[src/rtl/mac_dot_seq.sv]
// Dot-product sequencer: walks mac_top through clear/start/ready for N operand pairs
// and returns the final accumulator on a result handshake, with a per-op watchdog.
module mac_dot_seq #(
   parameter int DATA_WIDTH = 16,
   parameter int ACC_WIDTH  = 40,
   parameter int MAX_LEN    = 256,
   parameter int TIMEOUT    = 1024,
   localparam int LEN_W     = $clog2(MAX_LEN + 1)
) (
   input  logic                  clk,
   input  logic                  rst_n,
   input  logic                  cmd_valid,
   output logic                  cmd_ready,
   input  logic [LEN_W-1:0]      cmd_len,
   input  logic                  op_valid,
   output logic                  op_ready,
   input  logic [DATA_WIDTH-1:0] op_a,
   input  logic [DATA_WIDTH-1:0] op_b,
   output logic                  mac_start,
   output logic                  mac_clr_acc,
   output logic [DATA_WIDTH-1:0] mac_a,
   output logic [DATA_WIDTH-1:0] mac_b,
   input  logic                  mac_ready,
   input  logic [ACC_WIDTH-1:0]  mac_acc,
   output logic                  res_valid,
   input  logic                  res_ready,
   output logic [ACC_WIDTH-1:0]  res_data,
   output logic                  res_err,
   output logic                  busy
);

   localparam int WD_W = $clog2(TIMEOUT + 1);

   typedef enum logic [2:0] {
      S_IDLE, S_CLEAR, S_FETCH, S_ISSUE, S_WAIT, S_SETTLE, S_DONE
   } state_t;

   typedef struct packed {
      logic                 err;
      logic [ACC_WIDTH-1:0] data;
   } res_t;

   state_t            state, state_nx;
   logic [LEN_W-1:0]  remaining;
   logic [WD_W-1:0]   wdog;
   res_t              res_q;
   logic [LEN_W-1:0]  len_clamped;
   logic              wd_expired;
   logic              last_pair;

   assign len_clamped = (cmd_len > LEN_W'(MAX_LEN)) ? LEN_W'(MAX_LEN) : cmd_len;
   assign wd_expired  = (wdog == WD_W'(TIMEOUT - 1));
   assign last_pair   = (remaining == LEN_W'(1));

   always_ff @(posedge clk or negedge rst_n) begin
      if (!rst_n) state <= S_IDLE;
      else        state <= state_nx;
   end

   // Handshake and MAC strobes decode straight from the state register, so an
   // async reset drops them in the same instant the FSM returns to IDLE.
   always_comb begin
      state_nx    = state;
      cmd_ready   = 1'b0;
      op_ready    = 1'b0;
      mac_start   = 1'b0;
      mac_clr_acc = 1'b0;
      res_valid   = 1'b0;
      unique case (state)
         S_IDLE: begin
            cmd_ready = 1'b1;
            if (cmd_valid) state_nx = S_CLEAR;
         end
         S_CLEAR: begin
            mac_clr_acc = 1'b1;
            state_nx    = (remaining == '0) ? S_DONE : S_FETCH;
         end
         S_FETCH: begin
            op_ready = 1'b1;
            if (op_valid) state_nx = S_ISSUE;
         end
         S_ISSUE: begin
            mac_start = 1'b1;
            state_nx  = S_WAIT;
         end
         S_WAIT: begin
            if (mac_ready)       state_nx = S_SETTLE;
            else if (wd_expired) state_nx = S_DONE;
         end
         S_SETTLE: state_nx = last_pair ? S_DONE : S_FETCH;
         S_DONE: begin
            res_valid = 1'b1;
            if (res_ready) state_nx = S_IDLE;
         end
         default: state_nx = S_IDLE;
      endcase
   end

   // SETTLE exists because mac_acc only reflects the new product one cycle
   // after mac_ready is first seen high.
   always_ff @(posedge clk or negedge rst_n) begin
      if (!rst_n) begin
         remaining <= '0;
         wdog      <= '0;
         mac_a     <= '0;
         mac_b     <= '0;
         res_q     <= '0;
      end else begin
         unique case (state)
            S_IDLE: begin
               if (cmd_valid) remaining <= len_clamped;
            end
            S_CLEAR: begin
               if (remaining == '0) res_q <= '0;
            end
            S_FETCH: begin
               if (op_valid) begin
                  mac_a <= op_a;
                  mac_b <= op_b;
               end
            end
            S_ISSUE: wdog <= '0;
            S_WAIT: begin
               if (!mac_ready) begin
                  if (wd_expired) begin
                     res_q.data <= mac_acc;
                     res_q.err  <= 1'b1;
                  end else begin
                     wdog <= wdog + 1'b1;
                  end
               end
            end
            S_SETTLE: begin
               remaining <= remaining - 1'b1;
               if (last_pair) begin
                  res_q.data <= mac_acc;
                  res_q.err  <= 1'b0;
               end
            end
            default: ;
         endcase
      end
   end

   assign res_data = res_q.data;
   assign res_err  = res_q.err;
   assign busy     = (state != S_IDLE);

endmodule

[config.mk]
export PLATFORM = sky130hd
export DESIGN_NAME = mac_dot_seq
export DESIGN_NICKNAME = d
export VERILOG_FILES = /design/src/rtl/mac_dot_seq.sv
export SDC_FILE = /design/constraint.sdc
export NUM_CORES = 1
export LEC_CHECK = 0
export ABC_AREA = 1
export BUFFER_PORTS_ARGS = -buffer_cell sky130_fd_sc_hd__buf_2
export CELL_PAD_IN_SITES_DETAIL_PLACEMENT = 1
export CELL_PAD_IN_SITES_GLOBAL_PLACEMENT = 1
export CORE_MARGIN = 3
export CORE_UTILIZATION = 39
export DETAILED_ROUTE_END_ITERATION = 7
export PLACE_DENSITY_LB_ADDON = 0.3
export SKIP_LAST_GASP = 1
export SLEW_MARGIN = 0
export SYNTH_ARGS = -nofsm -noshare
export SYNTH_HDL_FRONTEND = slang
export SYNTH_SLANG_ARGS = --single-unit
[constraint.sdc]
create_clock -name clk -period 3.4 [get_ports clk]
set_clock_uncertainty 0.1 [all_clocks]
set_input_delay 0.17 -clock clk [delete_from_list [all_inputs] [get_ports clk]]
set_output_delay 0.17 -clock clk [all_outputs]
set_load 0.005 [all_outputs]
==> out/qor.txt <==
CORE AREA -> 12160 um2
Most numerous cell on the critical path -> nand2_1
Largest family of logic cells by synthesized area -> simple AND/OR/NAND/NOR gates
Synth Area per Inst -> 8.480 um2
Hold endpoint -> remaining[3]
Total track usage -> 0.2455
Post-Route Setup TNS -> 0 ns
Initial antenna violation count -> 1
DRC -> 0
Syn Inst Count -> 579
Register area share after synthesis -> 0.4893
Final Slew Violations -> 0
Hold Crit Start -> cmd_len[3]
Adder-cell share of the synthesized area -> 0.01019
Final setup viols -> 0
Pre-CTS setup slack -> 0.9557 ns
Slew margin rel. -> 0.3205
Power Density -> 764.2 nW/um2
Synth-to-layout area growth -> 31.96%
R2r worst-path depth -> 7
Synthesis-stage register bit count -> 96
Worst Tran Pin Value -> 1.019 ns
I/O Buffers -> 165
Detailed placement HPWL -> 11.07 mm
Hold depth -> 3
Post-cts resize count -> 0
CP Launch Type -> flip-flop
Drt pass-1 iters -> 4
Synth area leaders -> dfrtp_1 (49%), nand2_1 (11%), nand4_1 (6.5%), nor2_1 (5.7%), mux2_2 (5.3%)
Xor/xnor cell area share of the yosys netlist -> 0.008919
Fin nets -> 861
Synthesized area -> 4910 um2
Critical path's slowest cell -> dfrtp_1
Post-synth EDFFs -> 0
Cts bufs inserted -> 9
Number of clock sinks -> 96
Crit Reg-Reg Endpoint -> res_data[34]
CP Capture Type -> flip-flop
Cell Chain, Critical Path -> nand3_2 > inv_2 > nand2_2 > buf_4 > nand3_4 > nand2_1 > nand2_1
Max-cap viol count -> 0
DR vias -> 4719
Largest area contributor in the netlist -> dfrtp_1
Setup WS post-layout -> 0.8991 ns
Clk root buf -> clkbuf_16
Grt ovf -> 0
CP Max Fanout -> 40
Final wirelength -> 17.23 mm
Number of nets still failing antenna checks after routing -> 0
Synth Area in Simple Gates -> 0.3015
RR Startpoint -> state[2]
First-pass GRT wire length -> 27.36 mm
Initial Util -> 0.4037
Yosys warns -> 0
CTS tree -> done
Clk slew on worst S/H paths -> 0.07 ns
Routed length per placed instance -> 18.25 um
Worst EP arrival -> 2.63 ns
DIE HEIGHT -> 118.2 um
Final Critical Period -> 2.501 ns
Leakage -> 0.003659 uW
Largest net degree at the start of global routing -> 77
Status -> finished, final reports clean
Synth Area in Compound Gates -> 0.02268
Min-Delay Path Class -> input port to flip-flop
FFs w/ async S/R, synth -> 1.000
H-tree levels -> 3
Leading register cell type out of synthesis -> dfrtp_1
Req. time, crit path -> 3.53 ns
CP peak stage delay -> 0.48 ns
Top-area cell type share of the netlist area -> 0.4893
Multiplexer share of the synthesized area -> 0.07339
Full die area -> 13970 um2
Synth Net Count -> 670
Clock Latency Late Sink -> 0.35 ns
Hold Vio Cnt, Final -> 0
Fmax -> 399.9 MHz
Max Root-Sink Buffers -> 2
Layout cells sized above 1 -> 0.2968
Slack of the worst reg-to-reg path -> 0.90 ns
Tcrit/Tclk final -> 0.7356
RSZ-0062 raised after global routing -> false
Horiz. Die Dim -> 118.2 um
Cell variety after synth -> 34
Critical path class -> flip-flop to flip-flop
Row count -> 40
Starting DRT DRC Count -> 290
Vias in the first global route -> 5063
Final Wtd Congestion -> 0.8401
Via density -> 4.999
Top-Level Pins -> 166
Fillers -> 1518
Worst vdd ir -> 0.0003484 V
logic make-up after synthesis:
logic type,count (synthesis)
mux,32
buf+inv,100
compound gates,17
xor+xnor,5
flops,96
fa+ha+maj,4
simple gates,325
per-stage QoR:
step	hold WS (ns)	cell area (um2)	power [uW]	util	cells
after floorplan	-0.2256	4910	2979	-	579
after global placement	0.2846	5802	3656	0.4771	890
after detailed placement	0.2905	5802	3778	0.4771	890
after CTS	0.03319	6476	4874	0.5325	943
after global routing	0.05603	6479	5270	0.5327	944
final	0.04189	6479	4951	0.5327	944
layout by cell type (no fill, tap or decap), types with 4 or more instances in the layout:
cell type / netlist / routed
buf_2: 9 / 164
nand2_1: 149 / 149
dfrtp_1: 96 / 96
nor2_1: 74 / 74
inv_1: 66 / 66
nand4_1: 51 / 51
dlygate4sd3_1: 0 / 37
nand3_1: 32 / 32
mux2_2: 23 / 23
mux2_1: 9 / 9
clkbuf_16: 0 / 9
buf_4: 3 / 7
inv_2: 6 / 6
nand2_2: 6 / 6
xor2_1: 5 / 5
o21ai_0: 4 / 4
o211ai_1: 4 / 4
ha_1: 4 / 4
layout make-up:
| type | count | area (um2) | area share |
|---|---|---|---|
| flip-flops and latches | 96 | 2402 | 0.3708 |
| multi-input cells | 383 | 2046 | 0.3158 |
| repair buffers | 208 | 1244 | 0.1920 |
| inverters | 72 | 270.3 | 0.04171 |
| clock buffers | 9 | 225.2 | 0.03476 |
| well taps | 168 | 210.2 | 0.03245 |
| clock inverters | 7 | 78.83 | 0.01217 |
| diodes | 1 | 2.502 | 0.0003862 |
cells in the mapped netlist (2+ instances only):
master and count:
nor2_4 3, buf_2 9, o21ai_1 2, clkbuf_1 6, xor2_1 5, ha_1 4
nor2_1 74, nand2_1 149, nand4_1 51, o221ai_1 3, nand3_2 3, dfrtp_1 96
nand2_2 6, a21oi_1 2, inv_2 6, o21ai_0 4, mux2_1 9, inv_1 66
buf_6 8, nand3_1 32, buf_4 3, o211ai_1 4, mux2_2 23
flip-flops by register name, indices dropped and copies added, names as in the netlist:
name       count
mac_b         16
state          3
res_err        1
res_data      40
remaining      9
mac_a         16
wdog          11
worst max-delay path by stage:
stage	from	endpoint	slack, ns	cells after the start
after CTS	wdog[0]	res_data[34]	0.93	8
after detailed placement	wdog[0]	res_data[30]	0.96	8
after global placement	wdog[0]	res_data[7]	1.03	8
after global routing	remaining[1]	res_data[34]	0.67	10
after floorplan	wdog[0]	res_data[0]	1.76	9
final	state[2]	res_data[34]	0.90	7
worst max-delay path: cells and delay by family, from the launching register on:
family,cells,cell delay [ns]
buffers and inverters,2,0.57
DFF,1,0.48
and+or+nand+nor,5,1.20
where the power goes:
group	total, uW	leakage [uW]	internal [uW]	switching, uW
combinational	1940	0.00226	796	1150
sequential	1930	0.00125	1600	329
clock	1080	0.000144	581	495
total	4950	0.00366	2980	1970
metal layers:
layer,vias up,part of all wire,global-route usage
li1,2242,-,-
met1,2328,0.40,0.2806
met2,123,0.53,0.4509
met3,26,0.039,0.04498
met4,0,0.027,0.09670
met5,-,0,0
what timing repair did:
| action | 4_1_cts | 5_1_grt |
|---|---|---|
| hold buffers | 37 | 0 |
| buffers inserted | 0 | 0 |
| setup endpoints to repair | 0 | 0 |
| endpoints found under the hold margin | 110 | 0 |
No activity file was read; power rests on OpenSTA's default activity.
